## config.mk

```make
export PLATFORM = sky130hd
export DESIGN_NAME = alu_iterative
export DESIGN_NICKNAME = d
export VERILOG_FILES = /design/src/rtl/alu_pkg.sv /design/src/rtl/alu_base_comb.sv /design/src/rtl/alu_iterative.sv
export SDC_FILE = /design/constraint.sdc
export NUM_CORES = 1
export LEC_CHECK = 0
export CAP_MARGIN = 10
export CORE_UTILIZATION = 40
export DETAILED_ROUTE_END_ITERATION = 6
export HOLD_SLACK_MARGIN = 0.03
export PLACE_DENSITY = 0.62
export SETUP_SLACK_MARGIN = 0.15
export SYNTH_ARGS = -nofsm -noshare
export SYNTH_HDL_FRONTEND = slang
export SYNTH_SLANG_ARGS = --single-unit
```

## constraint.sdc

```tcl
create_clock -name i_clk -period 9.37 [get_ports i_clk]
set_clock_uncertainty 0.15 [all_clocks]
set_input_delay 1.874 -clock i_clk [delete_from_list [all_inputs] [get_ports i_clk]]
set_output_delay 1.874 -clock i_clk [all_outputs]
set_load 0.01 [all_outputs]
```

## src/rtl/alu_pkg.sv

```systemverilog
// Opcode encoding and opcode-class helpers shared by the ALU and its users.
// Codes 0..9 keep the encoding of the existing single-cycle ALU.
package alu_pkg;

    typedef enum logic [4:0] {
        ALU_ADD    = 5'd0,
        ALU_SUB    = 5'd1,
        ALU_SLT    = 5'd2,
        ALU_SLTU   = 5'd3,
        ALU_XOR    = 5'd4,
        ALU_OR     = 5'd5,
        ALU_AND    = 5'd6,
        ALU_SLL    = 5'd7,
        ALU_SRL    = 5'd8,
        ALU_SRA    = 5'd9,
        ALU_MUL    = 5'd10,
        ALU_MULH   = 5'd11,
        ALU_MULHSU = 5'd12,
        ALU_MULHU  = 5'd13,
        ALU_DIV    = 5'd14,
        ALU_DIVU   = 5'd15,
        ALU_REM    = 5'd16,
        ALU_REMU   = 5'd17
    } alu_op_e;

    function automatic logic is_muldiv(input logic [4:0] op);
        return (op >= ALU_MUL) && (op <= ALU_REMU);
    endfunction

    function automatic logic is_div(input logic [4:0] op);
        return (op >= ALU_DIV) && (op <= ALU_REMU);
    endfunction

    function automatic logic is_rem(input logic [4:0] op);
        return (op == ALU_REM) || (op == ALU_REMU);
    endfunction

    function automatic logic is_signed_a(input logic [4:0] op);
        return (op == ALU_MUL) || (op == ALU_MULH) || (op == ALU_MULHSU) ||
               (op == ALU_DIV) || (op == ALU_REM);
    endfunction

    function automatic logic is_signed_b(input logic [4:0] op);
        return (op == ALU_MUL) || (op == ALU_MULH) ||
               (op == ALU_DIV) || (op == ALU_REM);
    endfunction

endpackage

```

## src/rtl/alu_base_comb.sv

```systemverilog
// Single-cycle base operations (ADD..SRA); unknown opcodes yield zero.
module alu_base_comb
    import alu_pkg::*;
#(
    parameter int WIDTH = 32
) (
    input  logic [4:0]       op,
    input  logic [WIDTH-1:0] operand_a,
    input  logic [WIDTH-1:0] operand_b,
    output logic [WIDTH-1:0] result
);
    localparam int SHAMT_W = $clog2(WIDTH);

    logic [SHAMT_W-1:0] shamt;
    assign shamt = operand_b[SHAMT_W-1:0];

    always_comb begin
        result = '0;
        case (op)
            ALU_ADD:  result = operand_a + operand_b;
            ALU_SUB:  result = operand_a - operand_b;
            ALU_SLT:  result[0] = $signed(operand_a) < $signed(operand_b);
            ALU_SLTU: result[0] = operand_a < operand_b;
            ALU_XOR:  result = operand_a ^ operand_b;
            ALU_OR:   result = operand_a | operand_b;
            ALU_AND:  result = operand_a & operand_b;
            ALU_SLL:  result = operand_a << shamt;
            ALU_SRL:  result = operand_a >> shamt;
            ALU_SRA:  result = WIDTH'($signed(operand_a) >>> shamt);
            default:  result = '0;
        endcase
    end

endmodule

```

## src/rtl/alu_iterative.sv

```systemverilog
// RV32IM ALU: base ops in one cycle, MUL*/DIV*/REM* by radix-2 iteration on magnitudes.
// state | meaning
// IDLE  | ready for a request
// MUL   | shift-add, one multiplier bit per cycle
// DIV   | restoring division, one quotient bit per cycle
// FIX   | apply sign / pick half / boundary result
// DONE  | result valid, waiting for i_ready
module alu_iterative
    import alu_pkg::*;
#(
    parameter int WIDTH = 32
) (
    input  logic             i_clk,
    input  logic             i_rst,
    input  logic             i_valid,
    output logic             o_ready,
    input  logic [4:0]       i_alu_op,
    input  logic [WIDTH-1:0] i_operand_a,
    input  logic [WIDTH-1:0] i_operand_b,
    output logic             o_valid,
    input  logic             i_ready,
    output logic [WIDTH-1:0] o_alu_data,
    output logic             o_busy
);
    localparam int SHAMT_W = $clog2(WIDTH);
    localparam logic [WIDTH-1:0] MIN_INT = {1'b1, {(WIDTH-1){1'b0}}};

    typedef enum logic [2:0] {S_IDLE, S_MUL, S_DIV, S_FIX, S_DONE} state_e;

    state_e             state_q, state_d;
    logic [4:0]         op_q;
    logic [WIDTH-1:0]   acc_hi_q, acc_lo_q, mcand_q;
    logic [WIDTH-1:0]   special_val_q, result_q;
    logic               neg_q, special_q;
    logic [SHAMT_W-1:0] cnt_q;

    logic               accept;
    logic               neg_a, neg_b, div_zero, div_ovf;
    logic [WIDTH-1:0]   mag_a, mag_b, base_y, fix_y;
    logic [WIDTH:0]     mul_sum, div_shift, div_diff;
    logic [2*WIDTH-1:0] prod_s;
    logic [WIDTH-1:0]   quo_s, rem_s;

    alu_base_comb #(.WIDTH(WIDTH)) u_base (
        .op        (i_alu_op),
        .operand_a (i_operand_a),
        .operand_b (i_operand_b),
        .result    (base_y)
    );

    assign accept = i_valid && (state_q == S_IDLE);

    assign neg_a    = is_signed_a(i_alu_op) && i_operand_a[WIDTH-1];
    assign neg_b    = is_signed_b(i_alu_op) && i_operand_b[WIDTH-1];
    assign mag_a    = neg_a ? -i_operand_a : i_operand_a;
    assign mag_b    = neg_b ? -i_operand_b : i_operand_b;
    assign div_zero = (i_operand_b == '0);
    assign div_ovf  = is_signed_b(i_alu_op) && (i_operand_a == MIN_INT) && (i_operand_b == '1);

    assign mul_sum   = {1'b0, acc_hi_q} + (acc_lo_q[0] ? {1'b0, mcand_q} : '0);
    assign div_shift = {acc_hi_q, acc_lo_q[WIDTH-1]};
    assign div_diff  = div_shift - {1'b0, mcand_q};

    assign prod_s = neg_q ? -{acc_hi_q, acc_lo_q} : {acc_hi_q, acc_lo_q};
    assign quo_s  = neg_q ? -acc_lo_q : acc_lo_q;
    assign rem_s  = neg_q ? -acc_hi_q : acc_hi_q;

    always_comb begin
        fix_y = '0;
        if (special_q) begin
            fix_y = special_val_q;
        end else begin
            case (op_q)
                ALU_MUL:                        fix_y = prod_s[WIDTH-1:0];
                ALU_MULH, ALU_MULHSU, ALU_MULHU: fix_y = prod_s[2*WIDTH-1:WIDTH];
                ALU_DIV, ALU_DIVU:              fix_y = quo_s;
                ALU_REM, ALU_REMU:              fix_y = rem_s;
                default:                        fix_y = '0;
            endcase
        end
    end

    always_ff @(posedge i_clk) begin
        if (i_rst) state_q <= S_IDLE;
        else       state_q <= state_d;
    end

    always_comb begin
        state_d = state_q;
        o_ready = 1'b0;
        o_valid = 1'b0;
        o_busy  = 1'b0;
        case (state_q)
            S_IDLE: begin
                o_ready = 1'b1;
                if (i_valid) begin
                    if (!is_muldiv(i_alu_op)) state_d = S_DONE;
                    else if (is_div(i_alu_op)) state_d = S_DIV;
                    else                       state_d = S_MUL;
                end
            end
            S_MUL, S_DIV: begin
                o_busy = 1'b1;
                if (cnt_q == '0) state_d = S_FIX;
            end
            S_FIX: begin
                o_busy  = 1'b1;
                state_d = S_DONE;
            end
            S_DONE: begin
                o_valid = 1'b1;
                if (i_ready) state_d = S_IDLE;
            end
            default: state_d = S_IDLE;
        endcase
    end

    // Boundary results are latched at accept; the iteration still runs for fixed latency.
    always_ff @(posedge i_clk) begin
        if (i_rst) begin
            op_q          <= '0;
            acc_hi_q      <= '0;
            acc_lo_q      <= '0;
            mcand_q       <= '0;
            neg_q         <= 1'b0;
            special_q     <= 1'b0;
            special_val_q <= '0;
            cnt_q         <= '0;
        end else begin
            case (state_q)
                S_IDLE: if (accept) begin
                    op_q      <= i_alu_op;
                    cnt_q     <= SHAMT_W'(WIDTH - 1);
                    acc_hi_q  <= '0;
                    special_q <= is_div(i_alu_op) && (div_zero || div_ovf);
                    if (is_rem(i_alu_op)) begin
                        neg_q         <= neg_a;
                        special_val_q <= div_zero ? i_operand_a : '0;
                    end else begin
                        neg_q         <= neg_a ^ neg_b;
                        special_val_q <= div_zero ? '1 : MIN_INT;
                    end
                    if (is_div(i_alu_op)) begin
                        acc_lo_q <= mag_a;
                        mcand_q  <= mag_b;
                    end else begin
                        acc_lo_q <= mag_b;
                        mcand_q  <= mag_a;
                    end
                end
                S_MUL: begin
                    {acc_hi_q, acc_lo_q} <= {mul_sum, acc_lo_q[WIDTH-1:1]};
                    cnt_q                <= cnt_q - 1'b1;
                end
                S_DIV: begin
                    acc_hi_q <= div_diff[WIDTH] ? div_shift[WIDTH-1:0] : div_diff[WIDTH-1:0];
                    acc_lo_q <= {acc_lo_q[WIDTH-2:0], ~div_diff[WIDTH]};
                    cnt_q    <= cnt_q - 1'b1;
                end
                default: ;
            endcase
        end
    end

    always_ff @(posedge i_clk) begin
        if (i_rst)                                     result_q <= '0;
        else if (accept && !is_muldiv(i_alu_op))        result_q <= base_y;
        else if (state_q == S_FIX)                      result_q <= fix_y;
    end

    assign o_alu_data = result_q;

endmodule
```

* After elaboration in Yosys (flattened, before gate mapping) *
Index checks and enable logic that the tools add are counted.

storage, ports and cells
  flip-flop bits (word level) = 175
  bits of input ports = 73
  output and inout bits = 35
  logic and storage cells = 134

cells by class
  add/subtract/negate cells = 10
  magnitude comparators = 5
  equality and inequality tests = 33
  shift-type cells = 3
  muxes and demuxes = 34
  bitwise operators = 5
  reductions and logical operators = 34

operators by type and width
  operator              count
  $mux 32               15
  $pmux 31 s8           1
  $pmux 32 s3           2
  $neg 32->32           4
  $pmux 32 s4           1
  $eq 32x32->1 const B  2
  $lt 32x32->1          2
  $mux 64               1
  $neg 64->64           1
  $eq 5x4->1 const B    12
  $add 32x32->33        1
  $sub 33x32->33        1
  $add 32x32->32        1
  $and 32x32->32        1
  $logic_not 32->1      1
  $or 32x32->32         1
  $shl 32x5->32         1
  $shr 32x5->32         1
  $sshr 32x5->32        1
  $sub 32x32->32        1
  $xor 32x32->32        1
  $mux 31               1
  $eq 5x3->1 const B    4
  $eq 5x5->1 const B    4
  other kinds (30)      63

* Depth between registers and ports, before layout *
  word-level depth = 10
  depth in mapped cells = 17
  depth with buffers taken out = 14

* Cells and area by module *
From an unflattened synthesis, not the netlist that was laid out.

second synthesis, totals
  cell total of the unflattened synthesis = 3550
  area total of the unflattened synthesis = 24813.8 um2

by module, submodules not included
  module         instances  cells each  area each (um2)  seq. area each (um2)
  alu_iterative  1          2178        15842.7          3503.4
  alu_base_comb  1          1372        8971.1           0.0

* Worst setup path after synthesis *
Ideal clock, no wire load.

  path type = input to register
  start = input port i_operand_b[2]
  end = register result_q[31] (netlist: o_alu_data[31])
  library setup time = 0.070 ns
  data arrival time = 5.949 ns
  data required time = 9.150 ns
  path slack = 3.201 ns
  stages = 16
  buffers on the path = 4
  cells stage by stage = clkbuf_1 inv_2 buf_1 clkbuf_1 buf_1 ha_1 inv_1 a21oi_1 o31ai_1 a22oi_1 a21oi_1 a21boi_0 o31a_1 o311ai_0 a32oi_1 a21oi_1

on the way
  word-level cells in the longest chain between the ends = 3
  elaborated cells on any way between the ends = 7
  classes of those cells = add/sub: 2; shift: 3; mux: 2

ends and longest elaborated chain
  what                                          line                  text
  from (decl)                                   alu_iterative.sv:19   input logic [WIDTH-1:0] i_operand_b,
  $sub 32x32->32, or another cell as far along  alu_base_comb.sv:21   ALU_SUB: result = operand_a - operand_b;
  $pmux 31 s8 *                                 alu_base_comb.sv:19   case (op)
  $mux 32 *                                     alu_iterative.sv:167  else if (accept && !is_muldiv(i_alu_op)) result_q <= base_y;
  to (signal assigned)                          alu_iterative.sv:167
  to (signal assigned)                          alu_iterative.sv:168  else if (state_q == S_FIX) result_q <= fix_y;
  to (decl)                                     alu_iterative.sv:33   logic [WIDTH-1:0] special_val_q, result_q;

Every way passes the cells marked *; elsewhere a longest branch is shown, timed or not.
A chain may end at the register's enable or synchronous reset.

* Worst setup path after layout *
  start = input port i_operand_a[1]
  end = register result_q[21] (netlist: o_alu_data[21])

on the way
  word-level cells in the longest chain between the ends = 3
  elaborated cells on any way between the ends = 7
  classes of those cells = add/sub: 2; shift: 3; mux: 2

ends and longest elaborated chain
  what                                          line                  text
  from (decl)                                   alu_iterative.sv:18   input logic [WIDTH-1:0] i_operand_a,
  $sub 32x32->32, or another cell as far along  alu_base_comb.sv:21
  $pmux 31 s8 *                                 alu_base_comb.sv:19
  $mux 32 *                                     alu_iterative.sv:167

Marked as above.

==> metrics.txt <==
status=complete, no violations; Most common cell on crit path=a21oi_1; Synth async-reset ratio=0%; TritonCTS Buffers=17; Worst Max-Slew Pin Slew=1273 ps; #FFs+latches synth=175; max-slew violation count=0; setup tns final=0 ps; # rows=90; worst-path maximum fanout=13; total grt overflow=0; IO buf count=107; hold_buf cts=0; Post-CTS Setup Inserts=0; Rel. slew slack=15.15%; Global Route Usage Sum=35.52%; drt pass-1 iters=6; clock latency on the worst-skew pair=470 ps; first-pass GRT wire length=168,400 um; most common cell in the netlist=nor2_1; worst stage delay on the critical path=960 ps; core area=60,250 sq um; share of layout cells above drive strength 1=6.842%; initial antenna violation count=7; height of the die=248.6 um; final wirelength=113,000 um; FMAX=151.9 MHz; via count=27,970; Starting Density=40.39%; Lkg Pwr=10.08 nW; RSZ-0062 raised after global routing=false; CP Capture Point=o_alu_data[21]$_SDFFE_PP0P_; CTS clk-pin slew, worst paths=70 ps; maximum vdd drop=0.0001871 V; # clock sinks=175; Critical Path Slowest Stage Cell=clkdlybuf4s50_1; post-synthesis sequential area ratio=14.40%; Max Cap Viol=0; Commonest cells post-synth=372 x nor2_1, 316 x a21oi_1, 314 x nand2_1, 256 x clkbuf_1, 228 x o21ai_0; Top Ports=108; Worst Hold Class=reg2reg; Synth area leaders=dfxtp_1 14%, ha_1 9.0%, a21oi_1 6.5%, nor2_1 5.7%, mux4_2 5.2%; fin nets=3,586; reg-to-reg endpoint=acc_hi_q[12]$_SDFFE_PP0P_; EDFF count, synth=0; clk buf depth=2; vias per cell=6.770; R2R setup slack=4250 ps; Cell Chain, Critical Path=clkdlybuf4s50_1, inv_1, ha_1, o21bai_1, a21oi_1, o31ai_1, a22oi_1, a21oi_1, a21boi_0, a21oi_1, a22oi_1, o31ai_1, a211oi_1; final critical-path share of the clock period=70.26%; Final Setup Violations=0; detailed-route DRC error count=0; Cell Area, Synth=24,330 sq um; Critical Path RT=9540 ps; reg2reg start=acc_lo_q[31]$_SDFFE_PP0P_; Worst EP arrival=6760 ps; Top FF cell, synth=dfxtp_1; vias in the first global route=25,440; crit path kind=in2reg; CTS tree=yes; Placer Congestion=1.045; crit path from=i_operand_a[1]; endpoints failing hold=0; HPWL reported at the end of detailed placement=85,790 um; startpoint types=primary input; Yosys warning count=0; syn avg cell area=7.087 sq um; full die area=61,820 sq um; largest area contributor in the netlist=dfxtp_1; Setup crit end kind=flop; width of the die=248.6 um; final core utilization=44.01%; Wirelength per Cell=27.35 um; Syn Inst Count=3,433; Resized Gates After CTS=0; Power Density=185.2 nW/um^2; Synth top area share=14.40%; synth unique cells=89; crit path time final=6584 ps; reg2reg path depth=15; syn_nets=3,685; Root Buffer=clkbuf_16; Area Growth Syn to Fin=8.979%; Initial DRC Count=3,421; Final ANT Viol Nets=0; H-tree levels=4; largest net degree at the start of global routing=89
==> power by group <==
part	switching (W)	internal, W
sequential	0.000230	0.000878
clock	0.000358	0.000452
combinational	0.00188	0.00111
total	0.00247	0.00244
==> layout make-up <==
| type | count | area, sq um |
|---|---|---|
| clock buffer | 18 | 429.2 |
| tap | 782 | 978.4 |
| timing repair buffer | 185 | 1633 |
| clock inverter | 14 | 203.9 |
| multi-input combinational | 2803 | 19190 |
| antenna | 2 | 5.005 |
| fill | 6263 | 33730 |
| inverter | 152 | 570.5 |
| sequential | 175 | 3505 |
==> cell families after synthesis <==
group / synth area share, %
AND/OR/NAND/NOR: 19.53
XOR/XNOR: 5.976
buffers and inverters: 7.102
adder cells (fa/ha/maj): 9.328
AO/OA/AOI/OAI: 33.84
multiplexers: 9.822
flip-flops: 14.40
==> through the flow <==
step / power, W / instance area (sq um) / std cells / hold WS [ps] / setup WS, ps
2_1_floorplan: 0.003122 / 24330 / 3433 / 278.0 / 3201
3_3_place_gp: 0.004030 / 25880 / 4097 / 285.9 / 2622
3_5_place_dp: 0.004023 / 25880 / 4097 / 294.2 / 2535
4_1_cts: 0.004834 / 26510 / 4129 / 303.8 / 3031
5_1_grt: 0.005196 / 26520 / 4131 / 318.5 / 2514
6_report: 0.004910 / 26520 / 4131 / 302.3 / 2786
==> worst max-delay path: cells and delay by family <==
family / cells / cell delay [ps]
AO/OA/AOI/OAI: 10 / 3300
adder cells (fa/ha/maj): 1 / 410
buffers and inverters: 2 / 1160
==> state kept, by name, summed over array words and instances (netlist names) <==
name,flops
state_q,3
special_q,1
mcand_q,32
cnt_q,5
neg_q,1
acc_lo_q,32
op_q,5
acc_hi_q,32
special_val_q,32
o_alu_data,32
==> layout by cell type (no fill, tap or decap), drive strengths merged, types with 97 or more instances in the layout <==
cell and count:
dfxtp 175, ha 175, xnor2 121, inv 156, nand2 314, a21oi 316, nor2 373, clkdlybuf4s50 100
o21ai 231, mux2i 97, o211ai 106
==> how the worst min path moves through the flow <==
stage                     cells past startpoint                           start                              to  slack (ps)
after detailed placement                      2   special_val_q[4]$_SDFFE_PP0P_   special_val_q[4]$_SDFFE_PP0P_         290
final                                         2        mcand_q[27]$_SDFFE_PP0P_        mcand_q[27]$_SDFFE_PP0P_         300
after CTS                                     2   special_val_q[4]$_SDFFE_PP0P_   special_val_q[4]$_SDFFE_PP0P_         300
after floorplan                               2  special_val_q[13]$_SDFFE_PP0P_  special_val_q[13]$_SDFFE_PP0P_         280
after global placement                        2   special_val_q[9]$_SDFFE_PP0P_   special_val_q[9]$_SDFFE_PP0P_         290
after global routing                          2   special_val_q[5]$_SDFFE_PP0P_   special_val_q[5]$_SDFFE_PP0P_         320
==> layer usage <==
metal  global-route usage, %  part of all wire (%)
met3                   6.291                    10
met1                   47.46                    41
met2                   53.37                    43
met4                   21.01                   6.5
met5                       0                 0.041
No activity file was read; power rests on OpenSTA's default activity.
